File: src/rtl/uart_tx_arbiter.sv
// uart_tx_arbiter
//   Shares one byte-level UART transmitter between NUM_REQ byte-stream
//   requesters. Grants are round-robin and locked per packet: the granted
//   requester owns the transmitter until it sends a byte flagged last, or
//   until it leaves req_valid low for TIMEOUT_CYCLES cycles (0 = never).
//
// Parameters
//   NUM_REQ         number of requesters (2..8)
//   TIMEOUT_CYCLES  stall cycles tolerated while locked, 0 disables
//
// Ports
//   clk            system clock
//   reset_n        asynchronous active-low reset
//   req_valid      per requester: a byte is presented
//   req_data       per requester byte, requester i at [8i+7:8i]
//   req_last       per requester: presented byte ends the packet
//   req_ready      per requester: presented byte accepted this cycle
//   tx_valid       byte valid towards the UART transmitter
//   tx_data        byte towards the UART transmitter
//   tx_ready       transmitter accepts tx_data
//   busy           a requester holds the lock
//   grant_id       index of the locked requester (meaningful while busy)
//   timeout_pulse  one-cycle pulse when a lock is force-released
module uart_tx_arbiter #(
  parameter int unsigned NUM_REQ        = 4,
  parameter int unsigned TIMEOUT_CYCLES = 65535
) (
  input  logic                       clk,
  input  logic                       reset_n,
  input  logic [NUM_REQ-1:0]         req_valid,
  input  logic [8*NUM_REQ-1:0]       req_data,
  input  logic [NUM_REQ-1:0]         req_last,
  output logic [NUM_REQ-1:0]         req_ready,
  output logic                       tx_valid,
  output logic [7:0]                 tx_data,
  input  logic                       tx_ready,
  output logic                       busy,
  output logic [$clog2(NUM_REQ)-1:0] grant_id,
  output logic                       timeout_pulse
);

  localparam int unsigned GW = $clog2(NUM_REQ);
  // One extra bit so rr_ptr + offset can be reduced modulo NUM_REQ.
  localparam int unsigned SW = GW + 1;
  localparam int unsigned CW = (TIMEOUT_CYCLES == 0) ? 1 : $clog2(TIMEOUT_CYCLES + 1);
  localparam logic [SW-1:0] NREQ_S = SW'(NUM_REQ);
  localparam logic [CW-1:0] TO_VAL = CW'(TIMEOUT_CYCLES);

  typedef enum logic {
    S_IDLE,
    S_LOCKED
  } state_e;

  state_e         state_q, state_d;
  logic [GW-1:0]  rr_ptr_q, rr_ptr_d;
  logic [GW-1:0]  grant_q, grant_d;
  logic           pulse_q, pulse_d;
  logic [CW-1:0]  stall_q, stall_d;

  logic           pick_found;
  logic [GW-1:0]  pick_idx;
  logic [SW-1:0]  cand;
  logic           sel_last;
  logic [GW-1:0]  ptr_after;

  // Round-robin search: first requesting index at or after rr_ptr, wrapping.
  always_comb begin
    pick_found = 1'b0;
    pick_idx   = rr_ptr_q;
    cand       = '0;
    for (int unsigned k = 0; k < NUM_REQ; k++) begin
      cand = {1'b0, rr_ptr_q} + SW'(k);
      if (cand >= NREQ_S) begin
        cand = cand - NREQ_S;
      end
      if (!pick_found && req_valid[cand[GW-1:0]]) begin
        pick_found = 1'b1;
        pick_idx   = cand[GW-1:0];
      end
    end
  end

  // Pass-through of the locked requester towards the transmitter.
  always_comb begin
    tx_valid  = 1'b0;
    tx_data   = '0;
    req_ready = '0;
    sel_last  = 1'b0;
    if (state_q == S_LOCKED) begin
      for (int unsigned i = 0; i < NUM_REQ; i++) begin
        if (grant_q == GW'(i)) begin
          tx_valid     = req_valid[i];
          tx_data      = req_data[8*i +: 8];
          sel_last     = req_last[i];
          req_ready[i] = tx_ready;
        end
      end
    end
  end

  always_comb begin
    ptr_after = (grant_q == GW'(NUM_REQ - 1)) ? '0 : grant_q + GW'(1);
  end

  // A transfer takes priority over a timeout that would fire in the same
  // cycle; backpressure cycles neither advance nor clear the stall count.
  always_comb begin
    state_d  = state_q;
    rr_ptr_d = rr_ptr_q;
    grant_d  = grant_q;
    pulse_d  = 1'b0;
    stall_d  = stall_q;
    case (state_q)
      S_IDLE: begin
        if (pick_found) begin
          grant_d = pick_idx;
          stall_d = '0;
          state_d = S_LOCKED;
        end
      end
      S_LOCKED: begin
        if (tx_valid && tx_ready) begin
          stall_d = '0;
          if (sel_last) begin
            state_d  = S_IDLE;
            rr_ptr_d = ptr_after;
          end
        end else if ((TIMEOUT_CYCLES != 0) && (stall_q == TO_VAL)) begin
          state_d  = S_IDLE;
          rr_ptr_d = ptr_after;
          pulse_d  = 1'b1;
          stall_d  = '0;
        end else if (!tx_valid && (stall_q != '1)) begin
          stall_d = stall_q + CW'(1);
        end
      end
      default: begin
        state_d = S_IDLE;
      end
    endcase
  end

  always_ff @(posedge clk or negedge reset_n) begin
    if (!reset_n) begin
      state_q  <= S_IDLE;
      rr_ptr_q <= '0;
      grant_q  <= '0;
      pulse_q  <= 1'b0;
      stall_q  <= '0;
    end else begin
      state_q  <= state_d;
      rr_ptr_q <= rr_ptr_d;
      grant_q  <= grant_d;
      pulse_q  <= pulse_d;
      stall_q  <= stall_d;
    end
  end

  assign busy          = (state_q == S_LOCKED);
  assign grant_id      = grant_q;
  assign timeout_pulse = pulse_q;

endmodule

File: config.mk
export PLATFORM = sky130hd
export DESIGN_NAME = uart_tx_arbiter
export DESIGN_NICKNAME = d
export VERILOG_FILES = /design/src/rtl/uart_tx_arbiter.sv
export SDC_FILE = /design/constraint.sdc
export NUM_CORES = 1
export LEC_CHECK = 0
export ABC_AREA = 1
export CAP_MARGIN = 20
export CORE_MARGIN = 4
export CORE_UTILIZATION = 43
export DETAILED_ROUTE_END_ITERATION = 8
export PLACE_DENSITY = 0.74
export REMOVE_ABC_BUFFERS = 1
export SLEW_MARGIN = 40
export SYNTH_ARGS = -nofsm -noshare
export SYNTH_HDL_FRONTEND = slang
export SYNTH_SLANG_ARGS = --single-unit
File: constraint.sdc
create_clock -name clk -period 5.34 [get_ports clk]
set_clock_uncertainty 0.05 [all_clocks]
set_input_delay 1.335 -clock clk [delete_from_list [all_inputs] [get_ports clk]]
set_output_delay 1.335 -clock clk [all_outputs]
set_load 0.03 [all_outputs]
Word level (Yosys, flattened, before mapping)
Index checks and enable logic that the tools add are counted.
{"block": "op_classes", "n_addsub": 9, "order_cmp": 8, "eq_ne": 8, "muxes": 57, "n_bitwise": 1, "reduce_logical": 14}
{"op": "two-way mux 16 bit", "count": 4}
{"op": "two-way mux 8 bit", "count": 5}
{"op": "case mux 16 bit (2 select lines)", "count": 1}
{"op": "two-way mux 1 bit", "count": 29}
{"op": "two-way mux 2 bit", "count": 12}
{"op": "adder 16 x 1 -> 16 bit, second input constant", "count": 1}
{"op": "equality test 16 bit, second input constant", "count": 1}
{"op": "inequality test 16 bit, second input constant", "count": 1}
{"op": "less-than comparator 2 x 3 -> 1 bit, second input constant", "count": 4}
{"op": "greater-or-equal comparator 3 bit, second input constant", "count": 3}
{"op": "binary-select mux 1 bit (select 2 bit)", "count": 4}
{"op": "subtractor 2 x 1 -> 2 bit, second input constant", "count": 4}
{"op": "adder 2 x 2 -> 3 bit, second input constant", "count": 2}
{"op": "logical AND 1 bit", "count": 5}
{"op": "equality test 2 bit, second input constant", "count": 2}
{"op": "zero test 1 bit", "count": 4}
{"op": "two-way mux 4 bit", "count": 1}
{"op": "inequality test 2 bit, second input constant", "count": 2}
{"op": "inequality test 4 x 1 -> 1 bit, second input constant", "count": 1}
{"op": "AND reduction 2 bit", "count": 2}
{"op": "adder 2 x 1 -> 3 bit, second input constant", "count": 1}
{"op": "greater-or-equal comparator 2 x 3 -> 1 bit, second input constant", "count": 1}
{"op": "AND reduction 3 bit", "count": 1}
{"op": "adder 2 x 1 -> 2 bit, second input constant", "count": 1}
{"op": "other kinds (5)", "count": 5}
{"block": "totals", "regBits": 22, "in_bits": 43, "output_inout_bits": 17, "word_cells": 102}

Logic depth before layout (Yosys ltp)
{"block": "depth", "depth_word": 16, "ltp_mapped": 14}

Least setup slack after synthesis
No wires, ideal clock.
{"block": "synth_path", "path_kind": "input port to output port", "start": "input port req_data[8]", "end": "output port tx_data[0]", "t_arrival_ps": 2190, "path_slack_ps": 1765, "path_stages": 4, "n_path_buf": 0, "cell_sequence": "a21oi_1 > nand2_1 > o21ai_0 > o21ai_0"}
{"block": "synth_between", "elab_chain_len": 4}
{"item": "start, declared", "line_no": "31", "source": "input logic [8*NUM_REQ-1:0] req_data,"}
{"item": "two-way mux 8 bit (3 in series)", "line_no": "91", "source": "if (grant_q == GW'(i)) begin"}
{"item": "two-way mux 8 bit", "line_no": "89", "source": "if (state_q == S_LOCKED) begin"}
{"item": "end, declared", "line_no": "35", "source": "output logic [7:0] tx_data,"}
No other way between the ends.

Worst setup path after layout
{"block": "layout_path", "start": "input port req_valid[0]", "end": "output port tx_valid"}
{"block": "layout_between", "elab_chain_len": 5}
{"item": "start, declared", "line_no": "30", "source": "input logic [NUM_REQ-1:0] req_valid,"}
{"item": "two-way mux 1 bit (4 in series)", "line_no": "91"}
{"item": "two-way mux 1 bit", "line_no": "89"}
{"item": "end, declared", "line_no": "34", "source": "output logic tx_valid,"}
No other way between the ends.

==> results.json <==
{
  "status": "finished clean",
  "cap_violations": 0,
  "remaining_drc_errors": 0,
  "cp_max_fo": 3,
  "post_cts_buffers": 0,
  "cts_resized": 0,
  "dr_total_vias": 2293,
  "antenna_found_initial": 0,
  "hp-class": "register to register",
  "drt_iter0_markers": 126,
  "setup.worst_path.end": "tx_valid",
  "tightestPinTransition_ns": 0.487,
  "syn-cell-area_sq_um": 2070,
  "finalSetupTns_ns": 0,
  "r2r-start": "grant_id[0]",
  "fin_nets": 441,
  "cp-end-kind": "primary output",
  "hpwl_mm": 4.40,
  "gp_congestion": 0.841,
  "final_common_cell": "nand2_1",
  "ir_drop_v": 0.000267,
  "rsz0062_at_grt": "false",
  "dr.pass1.iters": 4,
  "p_per_area_nw_per_um2": 524,
  "htree_levels": 1,
  "detail-route-antenna-nets": 0,
  "worst_hold_slack_ns": 0.469,
  "relSlewSlack_pct": 67.5,
  "wirelength_mm": 5.70,
  "r2r-end": "busy",
  "stdcell_area_sq_um": 2690,
  "clk_pin_slew_worst_paths_ns": 0.07,
  "most-common-layout-cells": "nand2_1, clkdlybuf4s50_1, nor2_1",
  "critPathKind": "primary input to primary output",
  "period_share_pct": 81.3,
  "detail_route.wl_per_cell_um": 12.9,
  "clock_path_buffers": 2,
  "finalSetupViolations": 0,
  "synth.yosys.seq_area_share_pct": 26.6,
  "startpoint_type": "primary input",
  "async_flop_share_pct": 100,
  "ioPinCount": 60,
  "reg2reg_slack_ns": 3.00,
  "areaGrowthSynthToFinish_pct": 30.0,
  "n_antenna_cell": 0,
  "syn_area_per_cell_sq_um": 6.09,
  "p_leak_nw": 1.26,
  "fin_crit_ns": 4.34,
  "fp.coreArea_sq_um": 4500,
  "cp.arrival_ns": 2.96,
  "yosys_most_used_dff": "dfrtp_1",
  "grtUsageTotal_pct": 19.4,
  "drive_gt1_share_pct": 7.16,
  "clock_tree.root_cell": "clkbuf_8",
  "cp.required_ns": 3.95,
  "insertion_delay_ns": 0.27,
  "grt_pass1_wl_mm": 9.62,
  "worstSetupStartpoint": "req_valid[0]",
  "cts_tree": "done",
  "fp-row-count": 24,
  "fmax_mhz": 230,
  "grt_pass1_vias": 2006,
  "start_util_pct": 46.0,
  "fp.dieH_um": 77.4,
  "die_area_sq_um": 5990,
  "drv_slew": 0,
  "grt-ovfl-total": 0,
  "post_dp_cell_area_sq_um": 2650,
  "ys_warn_count": 0,
  "grt_max_degree": 25,
  "r2r_cells": 8,
  "dieWidth_um": 77.4,
  "synthCells": 340,
  "via_per_inst": 5.18,
  "cts_hold_buf": 0,
  "cts_made_buffers": 3,
  "hold_viol_final": 0,
  "clkSinkCount": 22,
  "io_buffers": 59,
  "ys_types": 28,
  "ys_seq_elements": 22,
  "synth_edf_count": 0
}
metrics by stage:
step	setup slack [ns]	total power [mW]	instances	util, %
global route	0.882	1.54	443	59.8
floorplan	1.75	0.958	329	-
CTS	0.998	1.42	443	59.7
global placement	1.03	1.30	440	58.9
finish	0.996	1.41	443	59.8
detailed placement	1.00	1.31	440	58.8
report_power, final:
part | total (mW) | leakage [nW] | internal [mW] | switching, mW
Sequential | 0.273 | 0.289 | 0.199 | 0.0744
Combinational | 1.03 | 0.946 | 0.379 | 0.653
Clock | 0.105 | 0.0216 | 0.0505 | 0.0544
sequential cells by signal, indices dropped and copies added, names as in the netlist:
register	cells
timeout_pulse	1
rr_ptr_q	2
stall_q	16
busy	1
grant_id	2
worst max-delay path: stages:
cell,delay (ns)
clkdlybuf4s50_1,0.51
inv_1,0.08
o21ai_1,0.13
nand2_1,0.08
nand2_1,0.13
clkdlybuf4s50_1,0.70
synthesized netlist by cell type, types with 7 or more instances:
library cell / n / area (sq um)
nand4_1: 9 / 56.3
nand3_1: 29 / 145
inv_1: 24 / 90.1
inv_2: 7 / 26.3
a21oi_1: 15 / 75.1
nor2_1: 33 / 124
dfrtp_1: 22 / 551
o21ai_0: 20 / 100
nand2_1: 125 / 469
per-layer routing:
layer  vias to the layer above  track usage, %  share of wire [%]
li1                       1204               -                  -
met1                      1003            27.8                 50
met2                        79            29.4                 42
met3                         7            4.28                6.8
met4                         0            5.34                1.2
met5                         -               0                  0
worst min path at each step:
stage,from,to,slack [ns],depth (start not counted)
after floorplan,stall_q[1],stall_q[1],0.42,2
after global placement,stall_q[1],stall_q[1],0.44,2
after detailed placement,stall_q[1],stall_q[1],0.45,2
after CTS,stall_q[1],stall_q[1],0.47,2
after global routing,stall_q[1],stall_q[1],0.49,2
final,stall_q[1],stall_q[1],0.47,2
cells by family after synthesis:
family,after synthesis,synth area share (%)
AND/OR/NAND/NOR,211,43.6
AO/OA/AOI/OAI,52,14.3
flip-flops,22,26.6
adder cells (fa/ha/maj),5,3.02
XOR/XNOR,8,3.38
buffers and inverters,42,9.12
layout make-up:
| class | instances | area (sq um) |
|---|---|---|
| Sequential cell | 22 | 552 |
| Multi-Input combinational cell | 276 | 1330 |
| Fill cell | 435 | 1810 |
| Timing Repair Buffer | 59 | 586 |
| Inverter | 31 | 116 |
| Clock buffer | 3 | 41.3 |
| Tap cell | 52 | 65.1 |
Note: power is estimated with default switching activity, not from simulation.
